$ cat config.mk
export PLATFORM = sky130hd
export DESIGN_NAME = picoctrl_seq_core_flat
export DESIGN_NICKNAME = d
export VERILOG_FILES = /design/src/rtl/picoctrl_seq_core_if.sv /design/src/rtl/picoctrl_seq_core.sv /design/src/flat_wrapper.sv
export SDC_FILE = /design/constraint.sdc
export NUM_CORES = 1
export LEC_CHECK = 0
export CORE_MARGIN = 2
export CORE_UTILIZATION = 55
export CTS_CLUSTER_DIAMETER = 100
export DETAILED_ROUTE_END_ITERATION = 12
export GPL_TIMING_DRIVEN = 0
export PLACE_DENSITY_LB_ADDON = 0.12
export SLEW_MARGIN = 30
export SYNTH_ARGS = -nofsm -noshare
export SYNTH_HDL_FRONTEND = slang
export SYNTH_SLANG_ARGS = --single-unit
$ cat constraint.sdc
create_clock -name clk -period 2.9 [get_ports clk]
set_input_delay 0.725 -clock clk [delete_from_list [all_inputs] [get_ports clk]]
set_output_delay 0.725 -clock clk [all_outputs]
set_load 0.01 [all_outputs]
$ cat src/rtl/picoctrl_seq_core_if.sv
// Fetch bus and control/status signals of the PicoCtrl sequencer.
// master = sequencer core side, slave = program memory / host side.
interface picoctrl_seq_core_if #(
   parameter int ADDR_W    = 5,
   parameter int DATA_W    = 8,
   parameter int REG_SEL_W = 2
);
   localparam int NUM_REGS = 1 << REG_SEL_W;
   localparam int INSTR_W  = 4 + 3 + REG_SEL_W + DATA_W;

   logic                       run;
   logic [3:0]                 cond_in;
   logic [ADDR_W-1:0]          prog_addr;
   logic [INSTR_W-1:0]         prog_data;
   logic [NUM_REGS*DATA_W-1:0] reg_out;
   logic                       halted;
   logic                       stack_err;

   modport master (input run, cond_in, prog_data,
                   output prog_addr, reg_out, halted, stack_err);
   modport slave  (output run, cond_in, prog_data,
                   input prog_addr, reg_out, halted, stack_err);
endinterface

$ cat src/rtl/picoctrl_seq_core.sv
// Single-issue PicoCtrl sequencer: one instruction per cycle from a combinational
// program memory, with conditional execution, timed wait and a call/return stack.
module picoctrl_seq_core #(
   parameter int ADDR_W      = 5,
   parameter int DATA_W      = 8,
   parameter int REG_SEL_W   = 2,
   parameter int STACK_DEPTH = 4
) (
   input logic                 clk,
   input logic                 reset,
   picoctrl_seq_core_if.master bus
);
   localparam int NUM_REGS = 1 << REG_SEL_W;
   localparam int INSTR_W  = 4 + 3 + REG_SEL_W + DATA_W;
   localparam int SP_W     = $clog2(STACK_DEPTH + 1);
   // Power-of-two storage so the stack pointer indexes it without a width mismatch.
   localparam int STK_N    = 1 << SP_W;

   localparam logic [2:0] OP_NOP = 3'd0, OP_WRITE = 3'd1, OP_JUMP = 3'd2, OP_CALL = 3'd3,
                          OP_RET = 3'd4, OP_WAIT  = 3'd5, OP_TOG  = 3'd6, OP_HALT = 3'd7;

   typedef enum logic [1:0] {S_EXEC, S_STALL, S_HALT} state_t;
   state_t state, state_nxt;

   logic [INSTR_W-1:0]              instr;
   logic [3:0]                      cond;
   logic [2:0]                      op;
   logic [REG_SEL_W-1:0]            sel;
   logic [DATA_W-1:0]               imm;
   logic [ADDR_W-1:0]               pc, pc_nxt, pc_inc;
   logic [DATA_W-1:0]               wait_cnt, wait_nxt, wr_val;
   logic [NUM_REGS-1:0][DATA_W-1:0] regs;
   logic [ADDR_W-1:0]               stk [STK_N];
   logic [SP_W-1:0]                 sp, sp_dec;
   logic cond_true, stk_full, stk_empty, wait_last;
   logic wr_en, push, pop, err_set;

   assign instr      = bus.prog_data;
   assign {cond, op, sel, imm} = instr;
   assign cond_true  = ~cond[3] | (bus.cond_in[cond[1:0]] == cond[2]);
   assign pc_inc     = pc + 1'b1;
   assign sp_dec     = sp - 1'b1;
   assign stk_full   = (sp == SP_W'(STACK_DEPTH));
   assign stk_empty  = (sp == '0);
   assign wait_last  = (wait_cnt == DATA_W'(1));

   always_ff @(posedge clk or posedge reset)
      if (reset) state <= S_EXEC;
      else       state <= state_nxt;

   always_comb begin
      state_nxt = state;
      case (state)
         S_EXEC:
            if (bus.run && cond_true)
               case (op)
                  OP_CALL: if (stk_full)   state_nxt = S_HALT;
                  OP_RET:  if (stk_empty)  state_nxt = S_HALT;
                  OP_WAIT: if (imm != '0)  state_nxt = S_STALL;
                  OP_HALT:                 state_nxt = S_HALT;
                  default: ;
               endcase
         S_STALL: if (bus.run && wait_last) state_nxt = S_EXEC;
         default: ;
      endcase
   end

   always_comb begin
      pc_nxt   = pc;
      wait_nxt = wait_cnt;
      wr_en    = 1'b0;
      wr_val   = imm;
      push     = 1'b0;
      pop      = 1'b0;
      err_set  = 1'b0;
      case (state)
         S_EXEC:
            if (bus.run) begin
               if (!cond_true) pc_nxt = pc_inc;
               else
                  case (op)
                     OP_NOP:   pc_nxt = pc_inc;
                     OP_WRITE: begin wr_en = 1'b1; pc_nxt = pc_inc; end
                     OP_JUMP:  pc_nxt = imm[ADDR_W-1:0];
                     OP_CALL:
                        if (stk_full) err_set = 1'b1;
                        else begin push = 1'b1; pc_nxt = imm[ADDR_W-1:0]; end
                     OP_RET:
                        if (stk_empty) err_set = 1'b1;
                        else begin pop = 1'b1; pc_nxt = stk[sp_dec]; end
                     OP_WAIT:
                        if (imm == '0) pc_nxt = pc_inc;
                        else           wait_nxt = imm;
                     OP_TOG: begin
                        wr_en  = 1'b1;
                        wr_val = regs[sel] ^ imm;
                        pc_nxt = pc_inc;
                     end
                     default: ;
                  endcase
            end
         S_STALL:
            if (bus.run) begin
               if (wait_last) begin pc_nxt = pc_inc; wait_nxt = '0; end
               else           wait_nxt = wait_cnt - 1'b1;
            end
         default: ;
      endcase
   end

   always_ff @(posedge clk or posedge reset)
      if (reset) begin
         pc            <= '0;
         wait_cnt      <= '0;
         regs          <= '0;
         sp            <= '0;
         bus.stack_err <= 1'b0;
      end else begin
         pc       <= pc_nxt;
         wait_cnt <= wait_nxt;
         if (wr_en)   regs[sel]     <= wr_val;
         if (push)    sp            <= sp + 1'b1;
         if (pop)     sp            <= sp_dec;
         if (err_set) bus.stack_err <= 1'b1;
      end

   // Stack contents need no reset: sp gates every read.
   always_ff @(posedge clk)
      if (push) stk[sp] <= pc_inc;

   assign bus.prog_addr = pc;
   assign bus.reg_out   = regs;
   assign bus.halted    = (state == S_HALT);
endmodule

$ cat src/flat_wrapper.sv
// flat-port wrapper written by rule: the top's interface ports become plain ports
module picoctrl_seq_core_flat 
#(
   parameter int ADDR_W      = 5,
   parameter int DATA_W      = 8,
   parameter int REG_SEL_W   = 2,
   parameter int STACK_DEPTH = 4
)
  (clk, reset, bus_run, bus_cond_in, bus_prog_data, bus_prog_addr, bus_reg_out, bus_halted, bus_stack_err);
  picoctrl_seq_core_if #(.ADDR_W(ADDR_W), .DATA_W(DATA_W), .REG_SEL_W(REG_SEL_W)) bus_i ();
  input logic clk;
  input logic reset;
  input wire logic [$bits(bus_i.run)-1:0] bus_run;
  input wire logic [$bits(bus_i.cond_in)-1:0] bus_cond_in;
  input wire logic [$bits(bus_i.prog_data)-1:0] bus_prog_data;
  output wire logic [$bits(bus_i.prog_addr)-1:0] bus_prog_addr;
  output wire logic [$bits(bus_i.reg_out)-1:0] bus_reg_out;
  output wire logic [$bits(bus_i.halted)-1:0] bus_halted;
  output wire logic [$bits(bus_i.stack_err)-1:0] bus_stack_err;
  assign bus_i.run = bus_run;
  assign bus_i.cond_in = bus_cond_in;
  assign bus_i.prog_data = bus_prog_data;
  assign bus_prog_addr = bus_i.prog_addr;
  assign bus_reg_out = bus_i.reg_out;
  assign bus_halted = bus_i.halted;
  assign bus_stack_err = bus_i.stack_err;
  picoctrl_seq_core #(.ADDR_W(ADDR_W), .DATA_W(DATA_W), .REG_SEL_W(REG_SEL_W), .STACK_DEPTH(STACK_DEPTH)) u_core (.clk(clk), .reset(reset), .bus(bus_i));
endmodule
==> reports/qor.csv <==
metric;value;unit
result of the run;finished clean;
routed wire length per instance;19.5;um
setup repair after global routing missed its margin;false;
drt first pass iters;5;
combinational family with the most area after synthesis;multiplexers;
hold path cells;1;
clk_lat worst skew;0.36;ns
proportion of synthesized area in mux cells;19.3;%
vias in the first global route;3250;
buffer cell driving the clock tree root;sky130_fd_sc_hd__clkbuf_8;
number of fill cells in the layout;576;
total count of hold-check failures in the final report;0;
GPL Wtd Cong;0.888;
effective utilization at floorplan;56.9;%
actual slew at the worst max-slew pin;0.658;ns
Post-Route Skew;0.0123;ns
largest net degree at the start of global routing;41;
Distinct cells, synth;55;
Critical Setup Path Class;in2reg;
YS warnings;0;
Final Max Slew Viols;0;
drc violations;0;
GRT Util Overall;25.1;%
most used cells in the layout excluding fill and tap cells;sky130_fd_sc_hd__clkdlybuf4s50_1, sky130_fd_sc_hd__dfrtp_1, sky130_fd_sc_hd__edfxtp_1;
capturing element type of the critical path;flip-flop;
sum of overflow across all layers after global routing;0;
share of post-route cells with drive strength above 1;26.0;%
delay of the slowest cell on the worst path;0.53;ns
count of antenna-violating nets left after detailed routing;0;
Worst Setup Start Kind;input pin;
Crit path required time;2.98;ns
DIE WIDTH;96.4;um
Setup violations, final;0;
number of rows created at floorplan;33;
clock buffer count from CTS;9;
worst r2r path cells;8;
Detailed Place HPWL;7510;um
Avg Inst Size Synth;13.0;um2
clock sink count;91;
ratio of routed vias to standard cells;5.88;
Hold Buf Count CTS;0;
vertical die dimension;96.4;um
number of design-rule violations left by the first detailed-router iteration;258;
leakage power;2.34;nW
area of the mapped netlist;4700;um2
clock-pin slew of the registers on the worst-case setup and hold paths;0.09;ns
Max Root-Sink Buffers;2;
areal power density over the cells;758;nW/um2
signal arrival time at the worst endpoint;2.92;ns
first-pass GRT wire length;17100;um
number of storage elements in the synthesis netlist;91;
final cycle utilization of the critical path;97.9;%
instance count of the mapped netlist;362;
drt total wl;10800;um
post-route setup TNS;0;ns
maximum resistive drop on vdd;0.000477;V
class of the tightest hold or removal check;reg2reg;
register area;2480;um2
number of flops mapped to enable cells by yosys;40;
total die area;9290;um2
number of antenna cells inserted;0;
count of nets after finishing;472;
max-cap violation count;0;
initial antenna violation count;0;
list of cells traversed by the critical path;clkdlybuf4s50_1 -> mux4_2 -> xor2_4 -> a211oi_4 -> buf_6 -> and3_4 -> nand2_4 -> nor3_4 -> buf_12;
fraction of registers with async set or reset after synthesis;56.0;%
post-layout minimum cycle time;2.84;ns
Port-buffer cells;61;
area used by multi-input combinational logic;2210;um2
area delta synth->final;25.2;%
Simple-Gate Fraction of Synth Area;10.4;%
worst-path maximum fanout;5;
Crit-path slowest cell;sky130_fd_sc_hd__mux4_2;
xor-xnor portion of the synthesized cell area;4.08;%
net count after synthesis;392;
most frequent standard cell in the layout excluding fill and tap cells;sky130_fd_sc_hd__clkdlybuf4s50_1;
sequential area share after synthesis;52.8;%
htree depth;3;
synthesized-area fraction occupied by ao, oa, aoi and oai cells;9.06;%
max frequency;0.352;GHz
adder-cell share of the synthesized area;1.60;%
number of vias in the routed layout;3246;
area of the core region;8260;um2
relative max-transition margin;56.0;%
Ports;63;
clock tree from TritonCTS;yes;
fraction of the core area covered by cells at the end of the flow;71.2;%
Primary FF master, synth;sky130_fd_sc_hd__dfrtp_1;
final timing paths:
path	from	to	slack [ns]
worst max-delay path	bus_cond_in[3]	u_core.stk[1][1]	0.06
worst min-delay path	u_core.bus.stack_err	u_core.bus.stack_err	0.48
worst max register to register	u_core.sp[0]	u_core.bus.prog_addr[0]	0.27
worst min register to register	u_core.bus.stack_err	u_core.bus.stack_err	0.48
max in group asynchronous	reset	u_core.bus.reg_out[1]	1.83
min in group asynchronous	reset	u_core.sp[0]	0.61
synthesized netlist by cell type, drive strengths merged, types with 2 or more instances:
cell,number,area [um2]
or2,2,12.5
nor2b,3,18.8
mux2i,8,80.1
a21oi,15,75.1
nor2,25,93.8
nor3,9,45.0
nand3b,2,15.0
dfrtp,51,1280
mux4,19,443
xor2,5,51.3
a22oi,3,22.5
clkbuf,9,33.8
a211oi,2,27.5
and3,2,12.5
a31o,2,17.5
a21o,3,22.5
a31oi,3,18.8
nand2,18,67.6
nor4,2,12.5
nor3b,5,37.5
a32o,2,20.0
ha,6,75.1
edfxtp,40,1200
a221oi,2,17.5
inv,16,60.1
nand3,14,82.6
xnor2,10,140
and2,2,12.5
o21ai,27,139
mux2,34,383
buf,6,40.0
nor4b,2,17.5
area by class of cell:
type | instances | area share [%]
timing repair buffer | 70 | 12.2
buffer | 14 | 1.26
inverter | 16 | 1.13
sequential | 91 | 42.2
clock inverter | 7 | 1.36
clock buffer | 9 | 2.11
tap | 105 | 2.24
multi-input combinational | 240 | 37.6
power by group:
group | total [mW] | switching (mW) | internal [mW]
logic | 1.65 | 0.796 | 0.852
clock network | 0.899 | 0.486 | 0.412
registers | 1.91 | 0.231 | 1.68
what timing repair did:
| item | 4_1_cts | 5_1_grt |
|---|---|---|
| buffers inserted | 6 | 2 |
| resized for setup | 23 | 7 |
| pin swaps | 3 | 1 |
| endpoints found under the setup margin | 73 | 19 |
state kept, by name (all words and copies together) (netlist names):
signal	flops
u_core.bus.prog_addr	5
u_core.bus.reg_out	32
u_core.bus.stack_err	1
u_core.sp	3
u_core.state	2
u_core.stk	40
u_core.wait_cnt	8
worst max-delay path, delay by kind of cell:
kind	cells	cell delay [ns]
buffers and inverters	3	0.68
multiplexers	1	0.53
XOR/XNOR	1	0.20
AO/OA/AOI/OAI	1	0.25
AND/OR/NAND/NOR	3	0.53
metal layers:
layer  global-route usage, %  up-vias  share of wire [%]
met3                    5.82       10                6.0
met4                    5.63        0               0.93
met5                       0        -                  0
met2                    39.4      110                 48
met1                    36.4     1603                 45
li1                        -     1523                  -
kinds of logic (layout without fill, tap and decap cells):
logic type / after synthesis / after routing
simple gates: 92 / 92
fa+ha+maj: 6 / 6
flops: 91 / 91
compound gates: 66 / 66
mux: 61 / 61
xor+xnor: 15 / 15
buf+inv: 31 / 116
through the flow:
stage	total power [mW]	instance area, um2	std cells	setup slack, ns	hold WS [ns]
after floorplan	2.85	4710	362	0.0814	0.471
after global placement	3.46	5450	528	-0.879	0.460
after detailed placement	3.52	5470	529	-0.902	0.457
after CTS	4.46	5840	550	0.0980	0.486
after global routing	4.72	5880	552	0.00300	0.506
final	4.45	5880	552	0.0609	0.480
(Power assumes the default switching activity.)
